File: src/rtl/mem_access_stage.sv
// RV32 MEM stage: register-file data memory with B/H/W loads and stores plus a valid/ready memory dump.
// Define MEM_MISALIGN_TRAP_EN to drop misaligned accesses and flag them; otherwise addresses are force-aligned.
module mem_access_stage #(
   parameter int NB_DATA = 32,
   parameter int NB_ADDR = 5
) (
   input  logic               i_clk,
   input  logic               i_reset,
   input  logic               i_mem_read,
   input  logic               i_mem_write,
   input  logic [2:0]         i_funct3,
   input  logic [NB_DATA-1:0] i_alu_result,
   input  logic [NB_DATA-1:0] i_write_data,
   input  logic [1:0]         i_pipeline_mode,
   input  logic               i_execute_instruct,
   input  logic               i_dump_start,
   input  logic               i_dump_ready,
   output logic [NB_DATA-1:0] o_read_data,
   output logic               o_dump_valid,
   output logic [NB_ADDR-1:0] o_dump_addr,
   output logic [NB_DATA-1:0] o_dump_data,
   output logic               o_dump_done,
   output logic               o_busy,
   output logic               o_misaligned
);
   localparam int MEM_DEPTH = 2**NB_ADDR;
   localparam int NB_BYTES  = NB_DATA/8;

   typedef enum logic [1:0] {IDLE, SEND, DONE} dump_state_t;

   dump_state_t                       state;
   logic [MEM_DEPTH-1:0][NB_DATA-1:0] mem;
   logic [NB_ADDR-1:0]                word_idx, ptr;
   logic [1:0]                        lane, eff_lane;
   logic                              is_half, is_word, adv, misalign, store_en;
   logic [NB_DATA-1:0]                rd_word, wdata;
   logic [NB_BYTES-1:0]               wmask;
   logic [7:0]                        rd_byte;
   logic [15:0]                       rd_half;
   logic                              unused_addr_hi;

   // Address bits above the 128 B window are deliberately ignored (wrap-around).
   assign unused_addr_hi = ^i_alu_result[NB_DATA-1:NB_ADDR+2];
   assign word_idx = i_alu_result[NB_ADDR+1:2];
   assign lane     = i_alu_result[1:0];
   assign is_half  = (i_funct3[1:0] == 2'b01);
   assign is_word  = i_funct3[1];
   assign adv      = (i_pipeline_mode == 2'b01) | ((i_pipeline_mode == 2'b11) & i_execute_instruct);

`ifdef MEM_MISALIGN_TRAP_EN
   assign misalign = (i_mem_read | i_mem_write) &
                     ((is_half & lane[0]) | (is_word & (lane != 2'b00)));
   assign eff_lane = lane;

   always_ff @(posedge i_clk or posedge i_reset) begin
      if (i_reset)              o_misaligned <= 1'b0;
      else if (misalign & adv)  o_misaligned <= 1'b1;
   end
`else
   assign misalign     = 1'b0;
   assign eff_lane     = is_word ? 2'b00 : (is_half ? {lane[1], 1'b0} : lane);
   assign o_misaligned = 1'b0;
`endif

   assign store_en = i_mem_write & adv & ~o_busy & ~misalign;

   // Memory is registered, so a same-cycle load sees the pre-write word.
   assign rd_word = mem[word_idx];
   assign rd_byte = rd_word[{eff_lane, 3'b000} +: 8];
   assign rd_half = rd_word[{eff_lane[1], 4'b0000} +: 16];

   always_comb begin
      o_read_data = '0;
      if (i_mem_read & ~misalign) begin
         if (is_word)
            o_read_data = rd_word;
         else if (is_half)
            o_read_data = {{(NB_DATA-16){~i_funct3[2] & rd_half[15]}}, rd_half};
         else
            o_read_data = {{(NB_DATA-8){~i_funct3[2] & rd_byte[7]}}, rd_byte};
      end
   end

   always_comb begin
      wdata = i_write_data;
      wmask = '1;
      if (is_half) begin
         wdata = {(NB_BYTES/2){i_write_data[15:0]}};
         wmask = '0;
         wmask[{eff_lane[1], 1'b0} +: 2] = 2'b11;
      end else if (!is_word) begin
         wdata = {NB_BYTES{i_write_data[7:0]}};
         wmask = '0;
         wmask[eff_lane] = 1'b1;
      end
   end

   always_ff @(posedge i_clk or posedge i_reset) begin
      if (i_reset) begin
         mem <= '0;
      end else if (store_en) begin
         for (int b = 0; b < NB_BYTES; b++)
            if (wmask[b]) mem[word_idx][8*b +: 8] <= wdata[8*b +: 8];
      end
   end

   always_ff @(posedge i_clk or posedge i_reset) begin
      if (i_reset) begin
         state        <= IDLE;
         ptr          <= '0;
         o_dump_valid <= 1'b0;
         o_dump_done  <= 1'b0;
         o_busy       <= 1'b0;
      end else begin
         case (state)
            IDLE: if (i_dump_start) begin
               state        <= SEND;
               ptr          <= '0;
               o_dump_valid <= 1'b1;
               o_busy       <= 1'b1;
            end
            SEND: if (i_dump_ready) begin
               if (ptr == NB_ADDR'(MEM_DEPTH-1)) begin
                  state        <= DONE;
                  o_dump_valid <= 1'b0;
                  o_dump_done  <= 1'b1;
               end else begin
                  ptr <= ptr + 1'b1;
               end
            end
            DONE: begin
               state       <= IDLE;
               o_dump_done <= 1'b0;
               o_busy      <= 1'b0;
            end
            default: begin
               state        <= IDLE;
               o_dump_valid <= 1'b0;
               o_dump_done  <= 1'b0;
               o_busy       <= 1'b0;
            end
         endcase
      end
   end

   assign o_dump_addr = ptr;
   assign o_dump_data = mem[ptr];
endmodule

File: config.mk
export PLATFORM = sky130hd
export DESIGN_NAME = mem_access_stage
export DESIGN_NICKNAME = d
export VERILOG_FILES = /design/src/rtl/mem_access_stage.sv
export SDC_FILE = /design/constraint.sdc
export NUM_CORES = 2
export LEC_CHECK = 0
export BUFFER_PORTS_ARGS = -buffer_cell sky130_fd_sc_hd__buf_2
export CAP_MARGIN = 20
export CORE_MARGIN = 4
export CORE_UTILIZATION = 55
export DETAILED_ROUTE_END_ITERATION = 8
export HOLD_SLACK_MARGIN = 0.15
export PLACE_DENSITY_LB_ADDON = 0.1
export SLEW_MARGIN = 0
export SYNTH_ARGS = -nofsm -noshare
export SYNTH_HDL_FRONTEND = slang
export SYNTH_SLANG_ARGS = --single-unit
File: constraint.sdc
create_clock -name i_clk -period 70.4 [get_ports i_clk]
set_clock_uncertainty 0.05 [all_clocks]
set_input_delay 7.04 -clock i_clk [delete_from_list [all_inputs] [get_ports i_clk]]
set_output_delay 7.04 -clock i_clk [all_outputs]
set_load 0.01 [all_outputs]
Word-level counts from Yosys, hierarchy flattened. Index checks and enable logic that the tools add are counted.

Bitwise operators: 12. Eq/ne operators: 10. Magnitude comparators: 5. Add/subtract/negate cells: 2. Mux-type cells: 50. Reduce and logical (&&, ||, !) cells: 9. Shifts and indexed selects: 4.

Operators with widths (count): 1024-bit 2-to-1 mux (7); 1024-bit bitwise mux (4); 32-bit demux with 5-bit select (4); 32-bit binary-select mux with 5-bit select (2); 32-bit 2-to-1 mux (8); 32-bit by 6-bit variable part select with 16-bit output (1); 32-bit by 6-bit variable part select with 8-bit output (1); 24-bit 2-to-1 mux (1); 16-bit 2-to-1 mux (1); 5-bit 2-to-1 mux (3); 5-bit by 6-bit < comparator with 1-bit output, second input constant (2); 5-bit case mux with 2 select lines (1); 2-bit 2-to-1 mux (4); 4-bit 2-to-1 mux (2); 8-bit 2-to-1 mux (1); 2-bit inequality test, second input constant (4); 4-bit AND reduction (2); 1-bit 2-to-1 mux (7); 2-bit by 1-bit equality test with 1-bit output, second input constant (3); 3-bit AND reduction (2); 5-bit by 1-bit adder with 5-bit output, second input constant (1); 1-bit bitwise AND (5); 5-bit equality test, second input constant (1); 5-bit by 1-bit greater-or-equal comparator with 1-bit output, second input constant (1); other kinds (17) (24).

Output and inout port bits: 73. Input bits: 76. Flip-flop bits (word level): 1034.

Logic depth before layout (Yosys ltp).
Word-level depth: 19. Mapped depth: 12. Depth with buffers taken out: 7.

Worst setup path after synthesis. No wires, ideal clock.

Path type: in2out. From: input port i_alu_result[2]. To: output port o_read_data[5]. Arrival time: 8.897 ns. Setup slack: 54.413 ns. Path buffers: 4. Stages on the path: 9. Data required time: 63.310 ns. Path through: buf_6 > buf_8 > buf_6 > buf_6 > mux4_2 > a2111oi_0 > a22oi_1 > nand3_1 > o211ai_1.

Word-level cells in the longest chain between the ends: 6. Elaborated cells between the ends (all ways): 7.

RTL lines: start, declared (RTL line 12) `input logic [NB_DATA-1:0] i_alu_result,`; 32-bit binary-select mux with 5-bit select * (RTL line 68) `assign rd_word = mem[word_idx];`; 32-bit 2-to-1 mux (not written as such) * (RTL line 68); 32-bit by 6-bit variable part select with 8-bit output / 32-bit by 6-bit variable part select with 16-bit output (equally long branches) (RTL line 69, 70); 32-bit 2-to-1 mux (RTL line 77) `else if (is_half)`; 32-bit 2-to-1 mux * (RTL line 75) `if (is_word)`; 32-bit 2-to-1 mux * (RTL line 74) `if (i_mem_read & ~misalign) begin`; end, declared (RTL line 18) `output logic [NB_DATA-1:0] o_read_data,`.

Every way passes the cells marked *; elsewhere a longest branch is shown, timed or not. The select of a mux whose other input is x is not followed.

Final worst setup path.
From: input port i_alu_result[2]. To: output port o_read_data[18].

Word-level cells in the longest chain between the ends: 7. Elaborated cells between the ends (all ways): 9.

RTL lines (RTL line): 32-bit binary-select mux with 5-bit select * (68); 32-bit 2-to-1 mux (not written as such) * (68); 32-bit by 6-bit variable part select with 8-bit output / 32-bit by 6-bit variable part select with 16-bit output (equally long branches) (69, 70); 1-bit bitwise AND, on equally long branches (80, 78); 32-bit 2-to-1 mux (77); 32-bit 2-to-1 mux * (75); 32-bit 2-to-1 mux * (74).

Marks and branches as above.

==> impl_metrics.toml <==
[finish]
utilization_pct = 60.8
drive_gt1_share_pct = 27.6
layout_common_cells = "1,029 x dfrtp_1, 572 x a21oi_1, 485 x nor2_1"
fin_nets = 4873
final_common_cell = "dfrtp_1"
syn_to_final_growth_pct = 9.55
nFillCells = 8233

[critical_path]
path_delay_family = "buffers and inverters"
worst_path_max_delay_cell = "buf_4"
slowest_delay_ns = 0.76
path_depth = 11
path_cells = "buf_8 -> buf_4 -> buf_12 -> mux4_2 -> and2_1 -> a31oi_1 -> nand3_1 -> o221ai_1 -> a31o_2 -> o21ai_0 -> buf_2"
start_kind = "input port"
crit_fanout = 107
crit_type = "in -> out"
critPathBufInv = 4
reg2regPathDepth = 4
cp.arrival_ns = 12.34
cp_data_required_time_ns = 63.31
end_kind = "output pin"

[worst_hold_path]
hp-class = "reg -> reg"
hold_depth = 2

[timing]
fmaxAchievable_mhz = 51.5
maxSlewViolCount = 0
slew_headroom_pct = 22.9
tns_ns = 0
setup_viol = 0
worst_pin_slew_ns = 1.15
grt_setup_unrepaired = "false"
worst_slack_ns = 50.97
hold_viol = 0
whs_ns = 0.440
period_share_pct = 27.6
fin_crit_ns = 19.43

[route]
dr.pass1.iters = 5
viasPerCell = 6.68
drt-total-wl_um = 187000
drt_iter0_drc = 4388
ant_nets = 0
dr_total_vias = 41700
wire_per_inst_um = 29.9
drc = 0

[placed_design]
place_congestion = 0.934
numPortBuffers = 122
place_ws_ns = 51.13
place_hpwl_um = 117000

[global_route]
grt-busiest-layer = "met2"
gr-total-overflow = 0
grtUsageMet1_pct = 49.5
grt_max_degree = 174
track_usage_pct = 35.0
use_met2_pct = 51.3
first_global_vias = 40900
grt_pass1_wl_um = 277000
grt_use_met3_pct = 10.3
antenna_found_initial = 8

[logic_synthesis]
synth_cells = 4882
syn_nets = 4960
syn_avg_cell_area_um2 = 11.4
synthFlopType = "dfrtp_1"
async_flop_share_pct = 100
synth.distinct_cells = 72
yosysSeqAreaShare_pct = 46.5
syn-cell-area_um2 = 55700
synth-edff-count = 0
yosysWarnings = 0
ys_ff_latch = 1034

[power]
p_int_uw = 1160
p_sw_share_pct = 31.8
power.density_nw_per_um2 = 28.0
clkPwrFrac_pct = 36.3
switching_power_uw = 543
p_leak_uw = 0.0268
pwr-share-comb_pct = 22.7
p_seq_share_pct = 40.9
ir_drop_v = 0.0000274

[cts]
postCtsSetupRepairBufs = 0
cts_buffers = 114
cts_hold_buf = 0
clkLatencyLatePin_ns = 0.71
cts_tree = "yes"
cts_sinks = 1034
clockRootBuffer = "clkbuf_16"
clockBufferDepth = 3
cts-resized-gates = 0
clkTransAtPathRegs_ns = 0.06
h-tree-depth = 3

[floorplanning]
die_x_um = 326
start_util_pct = 55.5
core_um2 = 100000
pin_count = 149
die_h_um = 326
dieArea_um2 = 106000
rows = 116

[outcome]
status = "completed"

[flow_run]
drv_cap = 0
-- tightest hold or removal path: cells and delay by family (launching register included) --
family,cells,cell delay (ns)
AND/OR/NAND/NOR,1,0.05
flip-flops,1,0.35
AO/OA/AOI/OAI,1,0.06
-- layout make-up --
| cell class | count | area (µm²) | share of cell area [%] |
|---|---|---|---|
| multi-input cells | 3423 | 28000 | 45.9 |
| flip-flops and latches | 1034 | 25900 | 42.5 |
| clock buffers | 169 | 3410 | 5.59 |
| well taps | 1357 | 1700 | 2.78 |
| repair buffers | 215 | 1500 | 2.46 |
| clock inverters | 38 | 450 | 0.739 |
| inverters | 7 | 33.8 | 0.0554 |
| diodes | 2 | 5.00 | 0.00821 |
-- power by group through the flow --
stage | sequential, µW | combinational [µW] | clock [µW]
after floorplan | 686 | 264 | 0
after global placement | 703 | 372 | 0
after detailed placement | 707 | 378 | 0
after CTS | 696 | 379 | 626
after global routing | 704 | 410 | 651
final | 697 | 388 | 620
-- sequential cells by signal, indices dropped and copies added, names as in the netlist --
name	count
mem	1024
o_dump_valid	1
state	2
o_dump_done	1
o_dump_addr	5
o_busy	1
-- synthesized netlist by cell type (7+ instances only) --
master    count  area [µm²]
buf_6        23         259
nor2_1      487        1830
mux2i_1     280        2800
o21ai_0     314        1570
o21ai_1      18        90.1
clkbuf_1    212         796
inv_1         7        26.3
buf_1        21        78.8
a22oi_1      77         578
nand2_1     430        1610
nor3_2        9        90.1
nand3_1      46         230
o22ai_1      52         325
nor2b_1      11        68.8
buf_4        20         150
o21a_1       13        97.6
and2_1        8        50.1
nor3_1       10        50.1
nand2b_1     12        75.1
o221ai_1     98         858
nand4_1       7        43.8
mux4_2      357        8040
nor2_2       64         400
a21oi_1     572        2860
mux2_2      465        5240
buf_2       141         706
dfrtp_1    1034       25900
-- metal layers --
metal | vias to the layer above | part of all wire (%)
met4 | 8 | 4.4
met1 | 21300 | 41
met3 | 440 | 11
met2 | 2034 | 44
met5 | - | 0.039
li1 | 17900 | -
-- final timing paths --
path | from | to | slack [ns]
setup / recovery | i_alu_result[2] | o_read_data[18] | 50.97
hold / removal | mem[732] | mem[732] | 0.44
setup reg to reg | o_busy | mem[144] | 66.68
hold reg to reg | mem[732] | mem[732] | 0.44
max in group asynchronous | i_reset | o_dump_addr[1] | 60.64
min in group asynchronous | i_reset | mem[850] | 6.42
-- cell families after synthesis --
family | count (synthesis) | synth area share [%]
compound gates | 1194 | 12.3
fa+ha+maj | 2 | 0.0450
buf+inv | 425 | 3.65
flops | 1034 | 46.5
mux | 1102 | 28.9
other cells | 1 | 0.00674
simple gates | 1124 | 8.64
-- stage by stage --
stage / total power, µW / cells / cell area (µm²)
3_5_place_dp: 1080 / 6028 / 57000
5_1_grt: 1760 / 6243 / 61000
2_1_floorplan: 950 / 4882 / 55700
6_report: 1700 / 6245 / 61000
4_1_cts: 1700 / 6235 / 60900
3_3_place_gp: 1080 / 6025 / 56900
Power figures use the tool's default switching activity.
